===== config.mk =====
export PLATFORM = sky130hd
export DESIGN_NAME = gate_preactivation_mac_flat
export DESIGN_NICKNAME = d
export VERILOG_FILES = /design/src/rtl/gate_preactivation_mac_if.sv /design/src/rtl/gate_preactivation_mac.sv /design/src/flat_wrapper.sv
export SDC_FILE = /design/constraint.sdc
export NUM_CORES = 1
export LEC_CHECK = 0
export ABC_AREA = 1
export CORE_ASPECT_RATIO = 1.1
export CORE_UTILIZATION = 50
export DETAILED_ROUTE_END_ITERATION = 8
export HOLD_SLACK_MARGIN = 0.1
export PLACE_DENSITY = 0.67
export SYNTH_ARGS = -nofsm -noshare
export SYNTH_HDL_FRONTEND = slang
export SYNTH_SLANG_ARGS = --single-unit
export TNS_END_PERCENT = 5

===== constraint.sdc =====
create_clock -name clock -period 3.81 [get_ports clock]
set_input_delay 0.381 -clock clock [delete_from_list [all_inputs] [get_ports clock]]
set_output_delay 0.381 -clock clock [all_outputs]
set_load 0.02 [all_outputs]

===== src/rtl/gate_preactivation_mac_if.sv =====
// Handshake/bus bundle between the gate MAC and its neighbours: upstream operand feed and
// the downstream activation-stage operand.
// Ports: start/bias/weight/data/dataValid toward the MAC; ready/result/resultValid/overflow back.
// master modport = producer/consumer side, slave modport = the MAC itself.
interface gate_preactivation_mac_if #(
   parameter int BITWIDTH = 18
);
   logic                start;
   logic [BITWIDTH-1:0] bias;
   logic [BITWIDTH-1:0] weight;
   logic [BITWIDTH-1:0] data;
   logic                dataValid;
   logic                ready;
   logic [BITWIDTH-1:0] result;
   logic                resultValid;
   logic                overflow;

   modport master (
      output start, bias, weight, data, dataValid,
      input  ready, result, resultValid, overflow
   );

   modport slave (
      input  start, bias, weight, data, dataValid,
      output ready, result, resultValid, overflow
   );
endinterface


===== src/rtl/gate_preactivation_mac.sv =====
// Purpose: serial MAC producing one LSTM gate pre-activation, bias + sum(w*d), rounded/saturated.
// Latency: resultValid pulses 3 edges after the edge that samples the last weight/data pair.
// Backpressure: none downstream; upstream stalls by holding dataValid low, start only taken while ready.
// Ports: clock, reset (async, active-high), bus (slave modport: start, bias, weight, data,
//        dataValid in; ready, result, resultValid, overflow out).
module gate_preactivation_mac #(
   parameter int BITWIDTH  = 18,
   parameter int FRACWIDTH = 12,
   parameter int NELEM     = 32,
   parameter int ACCWIDTH  = 48
) (
   input logic                     clock,
   input logic                     reset,
   gate_preactivation_mac_if.slave bus
);
   localparam int PW = 2 * BITWIDTH;
   localparam int CW = (NELEM > 1) ? $clog2(NELEM) : 1;

   typedef enum logic [1:0] {IDLE, ACCUM, DRAIN, OUTPUT} state_t;

   state_t                     state;
   state_t                     state_nxt;
   logic [CW-1:0]              count;
   logic signed [ACCWIDTH-1:0] acc;
   logic signed [PW-1:0]       prod;
   logic                       prod_vld;
   logic [BITWIDTH-1:0]        result_q;
   logic                       result_vld_q;
   logic                       ovf_q;

   logic ready_c;
   logic load_bias;
   logic accept;
   logic last_elem;
   logic emit;

   logic signed [ACCWIDTH-1:0] bias_ext;
   logic signed [ACCWIDTH-1:0] prod_ext;
   logic signed [ACCWIDTH-1:0] half_lsb;
   logic signed [ACCWIDTH-1:0] acc_half;
   logic signed [ACCWIDTH-1:0] rounded;
   logic signed [ACCWIDTH-1:0] rnd_max;
   logic signed [ACCWIDTH-1:0] rnd_min;
   logic [BITWIDTH-1:0]        sat_res;
   logic                       sat_ovf;

   // state register
   always_ff @(posedge clock or posedge reset) begin
      if (reset) begin
         state <= IDLE;
      end else begin
         state <= state_nxt;
      end
   end

   // next-state logic
   always_comb begin
      state_nxt = state;
      case (state)
         IDLE:    if (bus.start) state_nxt = ACCUM;
         ACCUM:   if (last_elem) state_nxt = DRAIN;
         DRAIN:   state_nxt = OUTPUT;
         OUTPUT:  state_nxt = IDLE;
         default: state_nxt = IDLE;
      endcase
   end

   // FSM outputs / datapath enables
   always_comb begin
      ready_c   = (state == IDLE);
      load_bias = ready_c && bus.start;
      accept    = (state == ACCUM) && bus.dataValid;
      last_elem = accept && (count == CW'(NELEM - 1));
      emit      = (state == OUTPUT);
   end

   // Round half toward +inf, then clamp to the signed BITWIDTH range.
   always_comb begin
      bias_ext = ACCWIDTH'($signed(bus.bias)) <<< FRACWIDTH;
      prod_ext = ACCWIDTH'(prod);
      half_lsb = ACCWIDTH'(1) <<< (FRACWIDTH - 1);
      acc_half = acc + half_lsb;
      rounded  = acc_half >>> FRACWIDTH;
      rnd_max  = ACCWIDTH'($signed({1'b0, {(BITWIDTH-1){1'b1}}}));
      rnd_min  = ACCWIDTH'($signed({1'b1, {(BITWIDTH-1){1'b0}}}));
      sat_res  = rounded[BITWIDTH-1:0];
      sat_ovf  = 1'b0;
      if (rounded > rnd_max) begin
         sat_res = {1'b0, {(BITWIDTH-1){1'b1}}};
         sat_ovf = 1'b1;
      end else if (rounded < rnd_min) begin
         sat_res = {1'b1, {(BITWIDTH-1){1'b0}}};
         sat_ovf = 1'b1;
      end
   end

   always_ff @(posedge clock or posedge reset) begin
      if (reset) begin
         count        <= '0;
         acc          <= '0;
         prod         <= '0;
         prod_vld     <= 1'b0;
         result_q     <= '0;
         result_vld_q <= 1'b0;
         ovf_q        <= 1'b0;
      end else begin
         // one-cycle product pipe: product lands in acc on the following edge
         prod_vld     <= accept;
         result_vld_q <= emit;
         if (accept) begin
            prod  <= PW'($signed(bus.weight)) * PW'($signed(bus.data));
            count <= count + CW'(1);
         end
         // prod_vld is always clear in IDLE, so a bias load never drops a product
         if (load_bias) begin
            acc   <= bias_ext;
            count <= '0;
         end else if (prod_vld) begin
            acc <= acc + prod_ext;
         end
         if (emit) begin
            result_q <= sat_res;
            ovf_q    <= sat_ovf;
         end
      end
   end

   assign bus.ready       = ready_c;
   assign bus.result      = result_q;
   assign bus.resultValid = result_vld_q;
   assign bus.overflow    = ovf_q;
endmodule


===== src/flat_wrapper.sv =====
// flat-port wrapper written by rule: the top's interface ports become plain ports
module gate_preactivation_mac_flat 
#(
   parameter int BITWIDTH  = 18,
   parameter int FRACWIDTH = 12,
   parameter int NELEM     = 32,
   parameter int ACCWIDTH  = 48
)
  (clock, reset, bus_start, bus_bias, bus_weight, bus_data, bus_dataValid, bus_ready, bus_result, bus_resultValid, bus_overflow);
  gate_preactivation_mac_if #(.BITWIDTH(BITWIDTH)) bus_i ();
  input logic clock;
  input logic reset;
  input wire logic [$bits(bus_i.start)-1:0] bus_start;
  input wire logic [$bits(bus_i.bias)-1:0] bus_bias;
  input wire logic [$bits(bus_i.weight)-1:0] bus_weight;
  input wire logic [$bits(bus_i.data)-1:0] bus_data;
  input wire logic [$bits(bus_i.dataValid)-1:0] bus_dataValid;
  output wire logic [$bits(bus_i.ready)-1:0] bus_ready;
  output wire logic [$bits(bus_i.result)-1:0] bus_result;
  output wire logic [$bits(bus_i.resultValid)-1:0] bus_resultValid;
  output wire logic [$bits(bus_i.overflow)-1:0] bus_overflow;
  assign bus_i.start = bus_start;
  assign bus_i.bias = bus_bias;
  assign bus_i.weight = bus_weight;
  assign bus_i.data = bus_data;
  assign bus_i.dataValid = bus_dataValid;
  assign bus_ready = bus_i.ready;
  assign bus_result = bus_i.result;
  assign bus_resultValid = bus_i.resultValid;
  assign bus_overflow = bus_i.overflow;
  gate_preactivation_mac #(.BITWIDTH(BITWIDTH), .FRACWIDTH(FRACWIDTH), .NELEM(NELEM), .ACCWIDTH(ACCWIDTH)) u_core (.clock(clock), .reset(reset), .bus(bus_i));
endmodule

==> flow_metrics.env, run 1 <==
export IMPL_drtIter0Drc=1255
export IMPL_drv_cap=0
export IMPL_path_max_fanout=9
export IMPL_clock_path_buffers=2
export IMPL_final_hold_violation_count=0
export IMPL_synth_area_leaders="fa_1 (30%), nand2_1 (14%), dfrtp_1 (13%)"
export IMPL_status="complete, but fails checks"
export IMPL_die_h_um=221
export IMPL_yosys_warnings=0
export IMPL_fin_nets=3856
export IMPL_first_pass_iters=6
export IMPL_min_period_ns=5.32
export IMPL_drive_above_1_share_pct=21.1
export IMPL_yosys_area_share_simple_pct=23.6
export IMPL_muxShareOfSynthArea_pct=0
export IMPL_most_common_layout_cells="nand2_1 (759), inv_1 (657), fa_1 (297)"
export IMPL_port_buffers=78
export IMPL_viasPerCell=5.26
export IMPL_synth_distinct_cells=48
export IMPL_async_flop_share_pct=100
export IMPL_n_antenna_cell=0
export IMPL_tightest_slew_ns=0.870
export IMPL_synth_top_family_by_area="adder cells"
export IMPL_finalClockSkew_ns=0.0113
export IMPL_multi_input_area_um2=16900
export IMPL_syn_num_nets=3550
export IMPL_rows=79
export IMPL_core_um2=42600
export IMPL_setup_violations_final=30
export IMPL_min_period_over_period_pct=140
export IMPL_grt_pass1_vias=21600
export IMPL_setup_slack_ns=-1.51
export IMPL_crit_type="in -> reg"
export IMPL_place_area_um2=24800
export IMPL_die_w_um=201
export IMPL_syn_area_um2=21700
export IMPL_drt_wl_total_um=71200
export IMPL_syn_inst=3015
export IMPL_die_area_um2=44300
export IMPL_rsz0062_at_grt="yes"
export IMPL_max_slew_margin_rel_pct=41.9
export IMPL_vias=20500
export IMPL_grtUsageTotal_pct=32.3
export IMPL_clock_latency_ns=0.40
export IMPL_routabilityCongestion=0.957
export IMPL_endpoint_kind="flop"
export IMPL_crit_required_ns=4.13
export IMPL_grt_ovfl_total=0
export IMPL_synth_compound_area_share_pct=8.01
export IMPL_failed_checks="negative setup slack"
export IMPL_start_util_pct=51.0
export IMPL_grt_pass1_wl_um=111000
export IMPL_area_delta_synth_final_pct=26.2
export IMPL_ant_nets=0
export IMPL_cts_inserted_buffers=9
export IMPL_tritoncts="built"
export IMPL_io_pins=79
export IMPL_regArea_um2=2800
export IMPL_max_freq_ghz=0.188
export IMPL_cts_sinks=112
export IMPL_synth_edf_count=0
export IMPL_ys_ff_latch=112
export IMPL_dp_hpwl_um=54500
export IMPL_antenna_found_initial=0
export IMPL_synth_top_cell_area_share_pct=30.4
export IMPL_grt_max_degree=49
export IMPL_fin_area_um2=27400
export IMPL_synthAdderAreaFrac_pct=38.9
export IMPL_yosys_most_used_dff="dfrtp_1"
export IMPL_finalMaxSlewViolations=0
export IMPL_clkTransAtPathRegs_ns=0.08
export IMPL_htreeDepth=3
export IMPL_synth_xor_area_share_pct=1.98
export IMPL_drcViolationCount=0
export IMPL_wl_per_cell_um=18.3
export IMPL_hold_class="in -> async"
export IMPL_cts_root_buf="clkbuf_16"
export IMPL_avgSynthCellArea_um2=7.20
export IMPL_yosysSeqAreaShare_pct=12.9
export IMPL_fillers=3592
export IMPL_cp_arrival_ns=5.64
export IMPL_setup_worst_path_start_class="input port"
export IMPL_yosys_area_top_type="fa_1"
export IMPL_layout_commonest_cell="nand2_1"
## worst paths after layout
kind,from,endpoint,slack (ns),cells after the start
worst max-delay path,bus_data[17],u_core.prod[33]$_DFFE_PP0P_,-1.51,23
worst min-delay path,reset,u_core.state[0]$_DFFE_PP0P_,0.39,2
worst max register to register,u_core.prod[4]$_DFFE_PP0P_,u_core.acc[43]$_DFFE_PP0P_,0.83,12
max in group asynchronous,reset,u_core.count[4]$_DFFE_PP0P_,2.69,3
worst min register to register,u_core.bus.result[4]$_DFFE_PP0P_,u_core.bus.result[4]$_DFFE_PP0P_,0.48,2
min in group clock,u_core.bus.result[4]$_DFFE_PP0P_,u_core.bus.result[4]$_DFFE_PP0P_,0.48,2
## cell usage after synthesis (2+ instances only)
library cell	n
nor3_2	2
clkbuf_1	78
nand3_1	103
nand4_1	20
nor2_1	194
a21o_1	8
nand2_2	15
a21boi_0	5
xnor2_1	19
nor3_1	20
fa_1	330
and3_1	5
buf_4	2
o21ai_0	98
nand2_1	834
inv_2	3
o21bai_1	20
buf_1	12
or2_2	15
a31oi_1	32
xor2_1	30
nor4_1	8
buf_6	2
o211ai_1	16
nand3b_1	6
nand2_4	3
nor2_2	11
nor2_4	5
o221ai_1	7
a21oi_1	101
a211oi_1	2
o31ai_1	5
ha_1	147
o21ai_1	2
inv_1	731
dfrtp_1	112
## repair_timing
action                                  4_1_cts  5_1_grt
pin swaps                                   195      145
hold buffers                                  0        0
gates cloned                                 13        2
gates resized for setup                     379      186
endpoints found under the setup margin       31       31
buffers inserted                             60       19
## critical path, stage by stage
cell and delay (ns):
buf_2 0.12, clkinvlp_4 0.11, buf_12 0.15, buf_4 0.16, or2_2 0.29, fa_2 0.54, fa_1 0.44, fa_2 0.57
fa_1 0.44, fa_1 0.49, fa_1 0.49, inv_1 0.06, ha_4 0.27, inv_1 0.05, o21ai_0 0.15, inv_1 0.09
nor2_1 0.13, nor2_2 0.07, o221ai_1 0.26, a21oi_2 0.08, nand2_1 0.08, nand2_1 0.06, a31oi_1 0.14
## metal layers
metal | wire length (um) | vias up | global-route usage [%] | part of all wire, %
li1 | - | 9643 | - | -
met1 | 26900 | 9901 | 35.7 | 38
met3 | 2940 | 240 | 2.49 | 4.1
met2 | 36700 | 712 | 61.4 | 52
met5 | 0 | - | 0 | 0
met4 | 4640 | 0 | 18.6 | 6.5
## per-stage QoR
stage	hold slack [ns]	setup WS, ns	instances	utilization, %	TNS, ns
2_1_floorplan	0.455	-1.75	3015	-	-41.90
6_report	0.394	-1.51	3893	64.3	-35.43
3_5_place_dp	0.464	-2.59	3789	58.3	-67.11
4_1_cts	0.435	-1.42	3878	63.2	-35.93
3_3_place_gp	0.461	-2.51	3789	58.3	-64.50
5_1_grt	0.474	-1.77	3893	64.3	-41.12
## area by class of cell
| type | count | share of cell area [%] |
|---|---|---|
| Timing Repair Buffer | 391 | 14.2 |
| Clock buffer | 9 | 0.822 |
| Inverter | 735 | 10.1 |
| Multi-Input combinational cell | 2072 | 61.6 |
| Clock inverter | 7 | 0.384 |
| Sequential cell | 112 | 10.2 |
| Tap cell | 567 | 2.59 |
## state kept, by name (all words and copies together), names as in the netlist
| signal | cells |
|---|---|
| u_core.bus.result | 18 |
| u_core.acc | 48 |
| u_core.prod_vld | 1 |
| u_core.bus.resultValid | 1 |
| u_core.state | 2 |
| u_core.count | 5 |
| u_core.bus.overflow | 1 |
| u_core.prod | 36 |
## logic make-up (layout without fill, tap and decap cells)
| kind of cell | Yosys count | count (layout) |
|---|---|---|
| buffers and inverters | 831 | 1142 |
| AOI/OAI and AO/OA | 302 | 302 |
| DFF | 112 | 112 |
| and+or+nand+nor | 1244 | 1244 |
| xor gates and xnor gates | 49 | 49 |
| adders and majority gates | 477 | 477 |
Power of run 1 is not shown: default switching activity piles up to over one toggle a cycle in this logic, so the estimate is an artifact.
==> run 2, diff against run 1 <==
--- a/config.mk
+++ b/config.mk
@@ -8,9 +8,10 @@
 export ABC_AREA = 1
 export CORE_ASPECT_RATIO = 1.1
 export CORE_UTILIZATION = 50
+export CTS_CLUSTER_SIZE = 8
 export DETAILED_ROUTE_END_ITERATION = 8
 export HOLD_SLACK_MARGIN = 0.1
-export PLACE_DENSITY = 0.67
+export PLACE_DENSITY = 0.73
 export SYNTH_ARGS = -nofsm -noshare
 export SYNTH_HDL_FRONTEND = slang
 export SYNTH_SLANG_ARGS = --single-unit
==> flow_metrics.env, run 2 (synthesis gave the netlist of run 1 again) <==
export IMPL_status="complete, but fails checks"
export IMPL_failed_checks="negative setup slack"
export IMPL_setup_slack_ns=-1.53
export IMPL_final_setup_tns_ns=-36.26
export IMPL_clkTransAtPathRegs_ns=0.08
export IMPL_htreeDepth=3
export IMPL_fin_nets=3876
export IMPL_antenna_found_initial=0
export IMPL_fin_area_um2=27600
export IMPL_drv_cap=0
export IMPL_largest_reg_flops=48
export IMPL_grt_pass1_wl_um=113000
export IMPL_die_h_um=221
export IMPL_n_antenna_cell=0
export IMPL_grt_max_degree=67
export IMPL_tritoncts="built"
export IMPL_clock_path_buffers=2
export IMPL_crit_required_ns=4.10
export IMPL_drcViolationCount=0
export IMPL_layout_commonest_cell="nand2_1"
export IMPL_drive_above_1_share_pct=21.4
export IMPL_hold_class="in -> async"
export IMPL_top_register="u_core.acc"
export IMPL_io_pins=79
export IMPL_routabilityCongestion=0.987
export IMPL_rows=79
export IMPL_setup_worst_path_start_class="input port"
export IMPL_area_delta_synth_final_pct=27.0
export IMPL_max_slew_margin_rel_pct=41.6
export IMPL_place_area_um2=24900
export IMPL_min_period_ns=5.34
export IMPL_core_um2=42600
export IMPL_cts_sinks=112
export IMPL_worst_hold_slack_ns=0.432
export IMPL_pre_cts_ws_ns=-2.66
export IMPL_drt_wl_total_um=71500
export IMPL_hold_buffers=0
export IMPL_cts_inserted_buffers=9
export IMPL_crit_type="in -> reg"
export IMPL_finalClockSkew_ns=0.0115
export IMPL_port_buffers=78
export IMPL_die_w_um=201
export IMPL_cp_arrival_ns=5.63
export IMPL_endpoint_kind="flop"
export IMPL_rsz0062_at_grt="yes"
export IMPL_cts_root_buf="clkbuf_16"
export IMPL_final_hold_violation_count=0
export IMPL_ant_nets=0
export IMPL_setup_violations_final=30
export IMPL_wl_per_cell_um=18.3
export IMPL_first_pass_iters=6
export IMPL_grtUsageTotal_pct=32.7
export IMPL_die_area_um2=44300
export IMPL_max_freq_ghz=0.187
export IMPL_drtIter0Drc=1547
export IMPL_finalMaxSlewViolations=0
export IMPL_grt_ovfl_total=0
export IMPL_grt_pass1_vias=22400
export IMPL_vias=21000
export IMPL_dp_hpwl_um=53000
export IMPL_most_common_layout_cells="nand2_1 (770), inv_1 (663), fa_1 (301)"
export IMPL_tightest_slew_ns=0.876
export IMPL_start_util_pct=51.0
export IMPL_clock_latency_ns=0.37
export IMPL_min_period_over_period_pct=140
export IMPL_viasPerCell=5.37
export IMPL_path_max_fanout=7
-- run 2: changes by cell type in the layout (fill, tap and decap cells not counted), moves of 5 or more --
cell,previous run,this run
buf_4,223,247
buf_8,12,7
clkbuf_2,6,1
inv_1,657,663
inv_2,72,66
nand2_1,759,770
nand2_2,72,62
-- run 2: path summary, 6_finish.rpt --
kind	slack [ns]	startpoint	endpoint	cells after the start
hold reg to reg	0.48	u_core.bus.result[1]$_DFFE_PP0P_	u_core.bus.result[1]$_DFFE_PP0P_	2
hold / removal	0.43	reset	u_core.prod[3]$_DFFE_PP0P_	2
setup / recovery	-1.53	bus_weight[10]	u_core.prod[30]$_DFFE_PP0P_	26
max in group asynchronous	2.58	reset	u_core.acc[37]$_DFFE_PP0P_	3
min in group clock	0.48	u_core.bus.result[1]$_DFFE_PP0P_	u_core.bus.result[1]$_DFFE_PP0P_	2
setup reg to reg	0.73	u_core.prod[3]$_DFFE_PP0P_	u_core.acc[43]$_DFFE_PP0P_	12
-- run 2: critical path: stages --
cell     delay (ns)
buf_6          0.10
buf_12         0.14
buf_8          0.13
nand2_1        0.06
inv_1          0.05
fa_1           0.54
inv_1          0.06
fa_1           0.49
fa_2           0.37
fa_1           0.55
inv_1          0.07
fa_1           0.54
inv_1          0.06
fa_1           0.54
inv_1          0.09
ha_4           0.32
nand2_4        0.07
inv_2          0.06
and3_4         0.19
nand4_1        0.12
nand3_2        0.14
nand2_2        0.07
nand2_2        0.08
nand2_1        0.09
a21o_1         0.19
a31oi_1        0.12
-- run 2: per-layer routing --
layer | vias to the layer above | track usage (%) | part of all wire, %
met5 | - | 0 | 0
met4 | 0 | 20.6 | 7.2
met3 | 336 | 3.83 | 5.5
met2 | 906 | 59.5 | 50
met1 | 10100 | 36.6 | 38
li1 | 9685 | - | -
-- run 2: repair_timing --
action | in CTS | in global routing
buffers inserted | 79 | 13
gates resized for setup | 472 | 81
endpoints found under the setup margin | 31 | 30
gates cloned | 14 | 0
pin swaps | 241 | 60
-- run 2: layout make-up --
type,instances,area [um2]
clock buffer,10,239
multi-input combinational,2072,16900
fill,3385,15000
timing repair buffer,411,4060
inverter,735,2770
clock inverter,6,68.8
sequential,112,2800
tap,567,709
-- run 2: through the flow --
stage,std cells,util (%)
2_1_floorplan,3015,-
3_3_place_gp,3792,58.4
3_5_place_dp,3792,58.4
4_1_cts,3901,64.0
5_1_grt,3913,64.7
6_report,3913,64.7
Power of run 2 is left out for the same reason.
==> run 3, diff against run 2 <==
==> constraint.sdc (replaced) <==
create_clock -name clock -period 5.8 [get_ports clock]
set_input_delay 0.58 -clock clock [delete_from_list [all_inputs] [get_ports clock]]
set_output_delay 0.58 -clock clock [all_outputs]
set_load 0.02 [all_outputs]
==> flow_metrics.env, run 3 (synthesis gave the netlist of run 1 again) <==
export IMPL_setup_violations_final=0
export IMPL_setup_worst_path_start_class="input port"
export IMPL_start_util_pct=51.0
export IMPL_r2r_start="u_core.prod[0]$_DFFE_PP0P_"
export IMPL_r2r_cells=13
export IMPL_layoutNonFillerInstCount=3833
export IMPL_dp_cells=3775
export IMPL_clock_path_buffers=2
export IMPL_grtUsageTotal_pct=30.2
export IMPL_die_area_um2=44300
export IMPL_area_delta_synth_final_pct=19.8
export IMPL_routabilityCongestion=0.980
export IMPL_worstHoldStart="u_core.bus.result[13]$_DFFE_PP0P_"
export IMPL_most_common_layout_cells="nand2_1 (806), inv_1 (706), fa_1 (314)"
export IMPL_pre_cts_ws_ns=-0.904
export IMPL_htreeDepth=3
export IMPL_drtIter0Drc=1385
export IMPL_vias=20000
export IMPL_dp_hpwl_um=54500
export IMPL_cp_arrival_ns=5.96
export IMPL_r2r_setup_slack_ns=2.37
export IMPL_max_freq_ghz=0.175
export IMPL_path_max_fanout=5
export IMPL_tightest_slew_ns=0.994
export IMPL_cts_sinks=112
export IMPL_cts_inserted_buffers=9
export IMPL_n_antenna_cell=0
export IMPL_cts_root_buf="clkbuf_16"
export IMPL_antenna_found_initial=0
export IMPL_finalMaxSlewViolations=0
export IMPL_port_buffers=78
export IMPL_crit_required_ns=6.03
export IMPL_tritoncts="built"
export IMPL_status="finished clean"
export IMPL_drcViolationCount=0
export IMPL_wl_per_cell_um=17.2
export IMPL_final_hold_violation_count=0
export IMPL_drv_cap=0
export IMPL_worstHoldPathCells=2
export IMPL_setup_slack_ns=0.0718
export IMPL_top_register="u_core.acc"
export IMPL_worst_hold_slack_ns=0.479
export IMPL_grt_pass1_wl_um=105000
export IMPL_whs_endpoint="u_core.bus.result[13]$_DFFE_PP0P_"
export IMPL_min_period_ns=5.73
export IMPL_max_slew_margin_rel_pct=33.0
export IMPL_hold_buffers=0
export IMPL_die_w_um=201
export IMPL_fillers=3789
export IMPL_clkTransAtPathRegs_ns=0.08
export IMPL_core_um2=42600
export IMPL_crit_type="in -> reg"
export IMPL_ant_nets=0
export IMPL_setup_worst_path_start="bus_data[6]"
export IMPL_endpoint_kind="flop"
export IMPL_rows=79
export IMPL_fin_nets=3797
export IMPL_largest_reg_flops=48
export IMPL_clock_latency_ns=0.39
export IMPL_r2r_end="u_core.acc[20]$_DFFE_PP0P_"
export IMPL_finalClockSkew_ns=0.0117
export IMPL_die_h_um=221
export IMPL_io_pins=79
export IMPL_drive_above_1_share_pct=14.7
export IMPL_layout_commonest_cell="nand2_1"
export IMPL_first_pass_iters=6
export IMPL_hold_class="reg -> reg"
export IMPL_grt_pass1_vias=21000
export IMPL_drt_wl_total_um=65900
export IMPL_min_period_over_period_pct=98.8
export IMPL_viasPerCell=5.23
export IMPL_grt_max_degree=69
export IMPL_grt_ovfl_total=0
## run 3: worst max path at each step
stage	end	slack (ns)	cells past startpoint
after floorplan	u_core.prod[35]$_DFFE_PP0P_	-0.005	29
after global placement	u_core.prod[32]$_DFFE_PP0P_	-0.87	22
after detailed placement	u_core.prod[32]$_DFFE_PP0P_	-0.90	22
after CTS	u_core.prod[25]$_DFFE_PP0P_	-0.02	24
after global routing	u_core.prod[35]$_DFFE_PP0P_	-0.07	27
final	u_core.prod[25]$_DFFE_PP0P_	0.07	25
## run 3: cell type report
cell class	instances	area, um2	share of cell area (%)
clock buffers	9	225	0.866
clock inverters	6	60.1	0.231
inverters	735	2770	10.6
multi-input cells	2072	16400	62.9
flip-flops and latches	112	2800	10.8
well taps	567	709	2.73
repair buffers	332	3100	11.9
## run 3: repair_timing
item | 4_1_cts | 5_1_grt
buffers inserted | 17 | 18
setup endpoints to repair | 22 | 24
gates cloned | 3 | 5
pin swaps | 36 | 99
gates resized for setup | 85 | 162
## run 3: routing by layer
| layer | share of wire, % | vias up | track usage (%) |
|---|---|---|---|
| li1 | - | 9526 | - |
| met5 | 0 | - | 0 |
| met2 | 51 | 635 | 56.2 |
| met4 | 5.6 | 0 | 14.1 |
| met1 | 39 | 9663 | 35.0 |
| met3 | 4.4 | 205 | 3.09 |
## run 3: critical path: stages
cell      delay [ns]
clkbuf_2        0.14
buf_6           0.16
nand2_1         0.05
inv_1           0.05
fa_1            0.54
inv_2           0.05
fa_1            0.52
fa_1            0.55
inv_2           0.06
fa_1            0.51
fa_1            0.57
inv_2           0.06
fa_1            0.53
inv_1           0.06
ha_4            0.30
nand2_4         0.07
nor2_4          0.09
nor3b_4         0.30
nand2_2         0.12
buf_4           0.14
buf_4           0.12
buf_4           0.12
buf_4           0.12
nand4_1         0.06
a31oi_1         0.08
## run 3: metrics by stage
step / util (%) / TNS (ns) / cell area (um2)
6_report: 61.1 / 0 / 26000
5_1_grt: 61.1 / -0.179 / 26000
4_1_cts: 59.7 / -0.0523 / 25400
3_5_place_dp: 58.1 / -13.93 / 24700
3_3_place_gp: 58.1 / -11.73 / 24700
2_1_floorplan: - / -0.00715 / 21900
Power of run 3 is left out for the same reason.
